<file path="src/rtl/instr_fetch_unit.sv">
`default_nettype none
// +----------------------------------------------------------------------------+
// | Module      : instr_fetch_unit                                             |
// | Description : Fetch stage of the 8-bit RISC core: PC, IR, memory request   |
// |               handshake and HLT/SKZ/JMP control-flow handling.             |
// | Revision    : 1.0 - initial release                                        |
// +----------------------------------------------------------------------------+
module instr_fetch_unit #(
  parameter int AW  = 5,
  parameter int DW  = 8,
  parameter int OPW = DW - 3
) (
  input  logic           clk,
  input  logic           rst_n,
  output logic           mem_req,
  output logic [AW-1:0]  mem_addr,
  input  logic [DW-1:0]  mem_rdata,
  input  logic           mem_valid,
  output logic           instr_valid,
  output logic [2:0]     opcode,
  output logic [OPW-1:0] operand,
  output logic [AW-1:0]  pc,
  input  logic           exec_done,
  input  logic           acc_zero,
  output logic           halted,
  input  logic           resume
);

  typedef enum logic [1:0] {
    S_FETCH  = 2'd0,
    S_DECODE = 2'd1,
    S_EXEC   = 2'd2,
    S_HALTED = 2'd3
  } state_t;

  localparam logic [2:0] C_OP_HLT = 3'b000;
  localparam logic [2:0] C_OP_SKZ = 3'b001;
  localparam logic [2:0] C_OP_JMP = 3'b111;

  state_t        r_state, w_state_next;
  logic [AW-1:0] r_pc, w_pc_next;
  logic [DW-1:0] r_ir, w_ir_next;
  logic          r_mem_req;
  logic          r_instr_valid;
  logic          r_halted;
  logic          w_accept;
  logic [AW-1:0] w_jmp_target;
  logic [AW-1:0] w_pc_inc;

  generate
    if (OPW >= AW) begin : g_jmp_trunc
      assign w_jmp_target = r_ir[AW-1:0];
    end else begin : g_jmp_zext
      assign w_jmp_target = {{(AW-OPW){1'b0}}, r_ir[OPW-1:0]};
    end
  endgenerate

  assign w_pc_inc = r_pc + AW'(1);
  // The request register qualifies acceptance, so valid before the first req edge is ignored.
  assign w_accept = (r_state == S_FETCH) && r_mem_req && mem_valid;

  always_comb begin
    w_state_next = r_state;
    w_pc_next    = r_pc;
    w_ir_next    = r_ir;
    case (r_state)
      S_FETCH: begin
        if (w_accept) begin
          w_ir_next    = mem_rdata;
          w_pc_next    = w_pc_inc;
          w_state_next = S_DECODE;
        end
      end
      S_DECODE: w_state_next = S_EXEC;
      S_EXEC: begin
        if (exec_done) begin
          w_state_next = S_FETCH;
          case (r_ir[DW-1:DW-3])
            C_OP_HLT: w_state_next = S_HALTED;
            C_OP_SKZ: if (acc_zero) w_pc_next = w_pc_inc;
            C_OP_JMP: w_pc_next = w_jmp_target;
            default:  w_pc_next = r_pc;
          endcase
        end
      end
      S_HALTED: if (resume) w_state_next = S_FETCH;
      default:  w_state_next = S_FETCH;
    endcase
  end

  // Handshake outputs are derived from the next state so every output is a flop.
  always_ff @(posedge clk or negedge rst_n) begin
    if (!rst_n) begin
      r_state       <= S_FETCH;
      r_pc          <= '0;
      r_ir          <= '0;
      r_mem_req     <= 1'b0;
      r_instr_valid <= 1'b0;
      r_halted      <= 1'b0;
    end else begin
      r_state       <= w_state_next;
      r_pc          <= w_pc_next;
      r_ir          <= w_ir_next;
      r_mem_req     <= (w_state_next == S_FETCH);
      r_instr_valid <= (w_state_next == S_DECODE);
      r_halted      <= (w_state_next == S_HALTED);
    end
  end

  assign mem_req     = r_mem_req;
  assign mem_addr    = r_pc;
  assign pc          = r_pc;
  assign instr_valid = r_instr_valid;
  assign opcode      = r_ir[DW-1:DW-3];
  assign operand     = r_ir[OPW-1:0];
  assign halted      = r_halted;

endmodule
`default_nettype wire

</file>
<file path="config.mk">
export PLATFORM = sky130hd
export DESIGN_NAME = instr_fetch_unit
export DESIGN_NICKNAME = d
export VERILOG_FILES = /design/src/rtl/instr_fetch_unit.sv
export SDC_FILE = /design/constraint.sdc
export NUM_CORES = 1
export LEC_CHECK = 0
export CAP_MARGIN = 10
export CORE_MARGIN = 10
export CORE_UTILIZATION = 25
export CTS_CLUSTER_DIAMETER = 120
export CTS_CLUSTER_SIZE = 30
export DETAILED_ROUTE_END_ITERATION = 8
export GPL_TIMING_DRIVEN = 1
export REMOVE_ABC_BUFFERS = 1
export SYNTH_ARGS = -nofsm -noshare
export SYNTH_HDL_FRONTEND = slang
export SYNTH_SLANG_ARGS = --single-unit
export TNS_END_PERCENT = 20
</file>
<file path="constraint.sdc">
create_clock -name clk -period 2.9 [get_ports clk]
set_clock_uncertainty 0.2 [all_clocks]
set_input_delay 0.435 -clock clk [delete_from_list [all_inputs] [get_ports clk]]
set_output_delay 0.435 -clock clk [all_outputs]
set_load 0.02 [all_outputs]
</file>
; ---- Word-level counts from Yosys, hierarchy flattened
; Index checks and enable logic that the tools add are counted.
[op_classes]
mux = 10
n_reduce_logical = 8
addsub = 1
n_eq_ne = 11
[op_table]
columns = op, n
row1 = 5-bit one-hot mux with 2 select lines, 2
row2 = 5-bit two-way mux, 3
row3 = 2-bit two-way mux, 4
row4 = 2-bit one-hot mux with 4 select lines, 1
row5 = 2-bit == test (second input constant), 3
row6 = 5-bit by 1-bit adder with 5-bit output (second input constant), 1
row7 = 5-bit AND reduction, 1
row8 = 2-bit by 1-bit == test with 1-bit output (second input constant), 2
row9 = 2-bit zero test, 2
row10 = 2-bit != test (second input constant), 2
row11 = 3-bit by 1-bit == test with 1-bit output (second input constant), 1
row12 = 3-bit == test (second input constant), 1
row13 = 3-bit zero test, 1
row14 = 3-bit by 2-bit != test with 1-bit output (second input constant), 1
row15 = 3-bit != test (second input constant), 1
row16 = 1-bit logical AND, 2
row17 = 2-bit AND reduction, 1
row18 = 2-bit nonzero test, 1
[word_totals]
ff_bits = 18
inputBits = 14
wordCells = 36
output_inout_bits = 21

; ---- Depth between registers and ports, before layout
; Gate-level depths: netlist of run 1.
[depth]
ltp_word = 6
depth_mapped = 5
mapped_depth_nobuf = 5

; ---- Worst setup path after synthesis of run 1
; No wires, ideal clock.
[synth_timing]
path_kind = flip-flop to flip-flop
startpoint = register r_ir[6]
endpoint = register r_pc[0], in the netlist mem_addr[0]
t_arrival_ps = 1385
path_buffers = 0
slack_ps = 1180
path_stages_with_launch = 5
setup_time_ps = 134
t_required_ps = 2566
synth_period_minus_slack_ps = 1720
cell_sequence = dfrtp_1 or3b_4 a2bb2oi_4 a21boi_2 mux2i_1
[synth_between]
elab_chain_cells = 4
[synth_rtl]
columns = item, line_no
row1 = start: declaration, 42  ; logic [DW-1:0] r_ir, w_ir_next;
row2 = start signal: assignment, 103  ; r_ir <= w_ir_next;
row3 = 3-bit == test or 3-bit by 1-bit == test with 1-bit output (tied branches), 78  ; case (r_ir[DW-1:DW-3])
row4 = 5-bit one-hot mux with 2 select lines, 78
row5 = 5-bit two-way mux, 76  ; if (exec_done) begin
row6 = 5-bit one-hot mux with 2 select lines, 66  ; case (r_state)
row7 = end signal: assignment, 102  ; r_pc <= w_pc_next;
row8 = end: declaration, 41  ; logic [AW-1:0] r_pc, w_pc_next;
; Parallel ways exist; a longest one is shown, timed or not. The select of a mux whose other input is x is not followed.
; A chain may end at the register's enable or synchronous reset.

; ---- Worst setup path after layout of run 1
[layout_timing]
startpoint = register r_pc[2], in the netlist mem_addr[2]
endpoint = output port mem_addr[2]
[layout_lines]
columns = item, line_no
row1 = end: declaration, 16  ; output logic [AW-1:0] mem_addr,
; No word-level cell between the ends.

==> results of run 1 <==
## path summary, 6_finish.rpt
path	depth (start not counted)	to	slack, ns	startpoint
min in group asynchronous	1	r_ir[0]$_DFFE_PN0P_	0.40	rst_n
max in group asynchronous	1	r_ir[2]$_DFFE_PN0P_	1.60	rst_n
worst min register to register	1	r_ir[4]$_DFFE_PN0P_	0.33	r_ir[4]$_DFFE_PN0P_
worst min-delay path	1	r_ir[4]$_DFFE_PN0P_	0.33	r_ir[4]$_DFFE_PN0P_
worst max register to register	4	mem_addr[0]$_DFFE_PN0P_	1.09	r_state[0]$_DFF_PN0_
worst max-delay path	1	mem_addr[2]	0.82	mem_addr[2]$_DFFE_PN0P_
## cells in the mapped netlist (2+ instances only)
cell type | n | area [um^2]
dfrtp_1 | 18 | 450
nand4_1 | 2 | 12.5
a21oi_1 | 8 | 40.0
buf_4 | 6 | 45.0
nand3_1 | 2 | 10.0
nor2_1 | 2 | 7.51
mux2_1 | 7 | 78.8
nand2_1 | 4 | 15.0
mux2i_1 | 6 | 60.1
## registers in the layout (all words and copies together) (netlist names)
| register | flops |
|---|---|
| r_ir | 8 |
| instr_valid | 1 |
| mem_addr | 5 |
| r_state | 2 |
| halted | 1 |
| mem_req | 1 |
## kinds of logic (layout without fill, tap and decap cells)
kind of cell             after synthesis  in the layout  share of synthesized area
flip-flops                            18             18                      0.505
AND/OR/NAND/NOR                       18             18                      0.133
AO/OA/AOI/OAI                         15             15                      0.125
multiplexers                          14             14                      0.168
buffers and inverters                  7             39                     0.0547
adder cells (fa/ha/maj)                1              1                     0.0140
## power by group
| part | total [uW] | switching, uW | internal, uW |
|---|---|---|---|
| Combinational | 813 | 392 | 422 |
| Sequential | 533 | 161 | 372 |
| Clock | 149 | 73.1 | 76.4 |
| Total | 1500 | 626 | 870 |
## area by class of cell
cell class                      instances  area [um^2]
Fill cell                             343         2110
Timing Repair Buffer                   34          340
Inverter                                1         3.75
Sequential cell                        18          450
Clock buffer                            4         36.3
Tap cell                               46         57.6
Multi-Input combinational cell         48          393
## metrics by stage
stage / instances / cell area (um^2)
floorplan: 67 / 847
global placement: 147 / 1240
detailed placement: 147 / 1240
CTS: 151 / 1280
global route: 151 / 1280
finish: 151 / 1280
## layer usage
layer | GRT usage | up-vias
li1 | - | 328
met1 | 0.0744 | 320
met2 | 0.108 | 25
met3 | 0.0315 | 0
met5 | 0 | -
met4 | 0.0264 | 0
==> impl_metrics.ini, run 1 <==
[critical_path]
cp-start-kind = flop
path_class = reg -> out
crit_buf_inv = 1
path_max_fanout = 8
cpLargestDelayFamily = buffers and inverters
worstSetupEndpointType = output port
critPathSlowestCell = clkdlybuf4s50_1
arrival_ns = 1.44
slowest_delay_ns = 0.67
required_ns = 2.27
crit_chain = clkdlybuf4s50_1

[timing]
final_hold_viol_count = 0
final_max_slew_viol_count = 0
fin_tns_setup_ns = 0
fin_crit_ns = 2.08
holdWs_ns = 0.333
finalWorstSetupSlack_ns = 0.820
slew_headroom = 0.465
fmax_mhz = 481
finalSetupViolCount = 0
rsz0062_at_grt = false
finalCritPeriodShare = 0.717
tightest_slew_ns = 0.801

[logic_synthesis]
syn_avg_cell_area_um2 = 12.2
ys_types = 27
synth_edf_count = 0
postSynthCellCount = 73
seq_area_frac_synth = 0.505
synthesis.area_um2 = 892
synth_warnings = 0
synthArstFlopShare = 1.00
synth-main-ff-cell = dfrtp_1
synth_seq_cells = 18

[clock_tree]
postCtsResizedCells = 0
cts_sinks = 18
hold_buffers = 0
clkSlewWorstSetupHoldPaths_ns = 0.10
clockBufferDepth = 2
post-cts-setup-buffer-count = 0
insertion_delay_ns = 0.28
cts_tree = built
cts_max_level = 1
root_buffer = clkbuf_4
cts-buffers-inserted = 3

[pwr]
p_leak_uw = 0.000531
powerDensity_nw_per_um2 = 1170
irDropWorstVdd_mv = 0.457
power_uw = 1500

[final_layout]
final_common_cell = clkdlybuf4s50_1
antenna_cells = 0
drive_above_1_share = 0.105
nets = 121
area.growth.synth_to_final_pct = 43.6
final_cell_mix = 34 x clkdlybuf4s50_1, 18 x dfrtp_1, 8 x a21oi_1
fin_util = 0.378

[die]
dieHeight_um = 79.7
io_pins = 35
start_util = 0.263
rows = 21
die_area_um2 = 6360
core_area_um2 = 3390
fp.dieW_um = 79.7

[placement]
place_congestion = 0.775
dp_hpwl_mm = 1.69
portBuffers = 34
pre_cts_slack_ns = 0.746

[grt]
grt_use_total = 0.0670
grt_max_degree = 19
antenna_found_initial = 0
grt_pass1_wl_mm = 3.38
grt_pass1_vias = 699
grt_remaining_overflow = 0

[detailed_routing]
viasPerCell = 4.46
dr_wl_met3_um = 210
detail-route-antenna-nets = 0
wl_met1_um = 937
drt_iter0_markers = 12
wl_met2_um = 940
wirelength_mm = 2.09
drc_errors = 0
wl_per_cell_um = 13.8
vias = 673
drt_first_pass_iters = 5
highest_layer = met3

[run_status]
status = finished clean

[job]
max-cap-violations = 0

[worst_hold_path]
hp-class = reg -> reg
(Power assumes the default switching activity.)
==> run 2, diff against run 1 <==
==> constraint.sdc (replaced) <==
create_clock -name clk -period 2.1 [get_ports clk]
set_clock_uncertainty 0.2 [all_clocks]
set_input_delay 0.315 -clock clk [delete_from_list [all_inputs] [get_ports clk]]
set_output_delay 0.315 -clock clk [all_outputs]
set_load 0.02 [all_outputs]
==> run 2 against run 1 <==
  * Utilization hardly changed
  * Clock power is 15% higher
  * Critical endpoint is now opcode[2]
  * Power is 36% higher
  * First-iteration DRC count is 50% lower
  * Global-route usage is 0.16 points higher
==> impl_metrics.ini, run 2 (synthesis results as in run 1) <==
[run_status]
status = finished clean

[die]
dieHeight_um = 79.7
start_util = 0.263
fp.dieW_um = 79.7
rows = 21
die_area_um2 = 6360
io_pins = 35
core_area_um2 = 3390

[placement]
place_congestion = 0.745
portBuffers = 34

[timing]
final_max_slew_viol_count = 0
fmax_mhz = 512
rsz0062_at_grt = false
finalCritPeriodShare = 0.930
final_hold_viol_count = 0
fin_crit_ns = 1.95
tightest_slew_ns = 0.284
fin_tns_setup_ns = 0
finalSetupViolCount = 0
slew_headroom = 0.811

[critical_path]
worstReg2RegEnd = mem_addr[0]$_DFFE_PN0P_
crit_chain = clkdlybuf4s50_1
cpLargestDelayFamily = buffers and inverters
required_ns = 1.58
path_class = reg -> out
cp-start-kind = flop
path_max_fanout = 7
slowest_delay_ns = 0.66
reg2regPathDepth = 4
ff2ff_setup_slack_ns = 0.34
r2r_start = r_state[0]$_DFF_PN0_
crit_cells = 1
crit_buf_inv = 1
worstSetupEndpointType = output port
arrival_ns = 1.44
critPathSlowestCell = clkdlybuf4s50_1

[clock_tree]
cts-buffers-inserted = 3
postCtsResizedCells = 0
post-cts-setup-buffer-count = 0
cts_sinks = 18
insertion_delay_ns = 0.29
cts_max_level = 1
cts_tree = built
clockBufferDepth = 2
clkSlewWorstSetupHoldPaths_ns = 0.10
root_buffer = clkbuf_4
hold_buffers = 0

[pwr]
irDropWorstVdd_mv = 0.666
p_leak_uw = 0.000534
powerDensity_nw_per_um2 = 1590
power_uw = 2040

[detailed_routing]
drc_errors = 0
wl_per_cell_um = 14.0
vias = 685
viasPerCell = 4.51
detail-route-antenna-nets = 0
wirelength_mm = 2.13
drt_iter0_markers = 6
drt_first_pass_iters = 4

[grt]
grt_use_total = 0.0686
grt_remaining_overflow = 0
grt_pass1_vias = 706
grt_pass1_wl_mm = 3.51
grt_max_degree = 19
antenna_found_initial = 0

[job]
max-cap-violations = 0

[final_layout]
final_cell_mix = 34 x clkdlybuf4s50_1, 18 x dfrtp_1, 8 x a21oi_1
antenna_cells = 0
final_common_cell = clkdlybuf4s50_1
drive_above_1_share = 0.113
largest_reg_flops = 8
regMostFlops = r_ir
area.growth.synth_to_final_pct = 43.8
nets = 123

[worst_hold_path]
hp-class = in -> async
-- run 2: cell count changes in the layout (fill, tap and decap cells not counted) --
cell	before	now
buf_4	0	2
clkbuf_8	1	0
-- run 2: final cells by class --
type | count | area (um^2)
Clock buffer | 3 | 22.5
Inverter | 1 | 3.75
Fill cell | 330 | 2110
Timing Repair Buffer | 36 | 355
Multi-Input combinational cell | 48 | 393
Tap cell | 46 | 57.6
Sequential cell | 18 | 450
-- run 2: how the worst max path moves through the flow --
stage                     slack, ns                       to                 from
after floorplan                0.37  mem_addr[0]$_DFFE_PN0P_  r_ir[6]$_DFFE_PN0P_
after global placement         0.12  mem_addr[0]$_DFFE_PN0P_             acc_zero
after detailed placement       0.10  mem_addr[0]$_DFFE_PN0P_             acc_zero
after CTS                      0.13                opcode[2]  r_ir[7]$_DFFE_PN0P_
after global routing           0.06                opcode[2]  r_ir[7]$_DFFE_PN0P_
final                          0.15                opcode[2]  r_ir[7]$_DFFE_PN0P_
-- run 2: worst reg2reg max path, cell delays in order (launching register included) --
cell and delay [ns]:
dfrtp_1 0.46, and4bb_4 0.46, a2bb2oi_4 0.27, a21boi_2 0.19
mux2i_1 0.07
-- run 2: metrics by stage --
step	instances	hold slack, ns	cell area (um^2)	utilization	setup slack (ns)
detailed placement	149	0.323	1260	0.372	0.101
CTS	152	0.145	1280	0.378	0.132
global route	152	0.149	1280	0.378	0.0636
floorplan	67	-0.181	847	-	0.373
global placement	149	0.317	1260	0.372	0.121
finish	152	0.139	1280	0.378	0.146
-- run 2: metal layers --
metal	GRT usage	part of all wire	vias up
met3	0.0304	0.10	0
met1	0.0828	0.45	333
met4	0.0264	0	0
li1	-	-	329
met2	0.104	0.45	23
met5	0	0	-
-- run 2: power by group --
group | internal (uW) | switching [uW] | total, uW
clock | 66.6 | 105 | 172
sequential | 514 | 223 | 737
combinational | 591 | 540 | 1130
total | 1170 | 868 | 2040
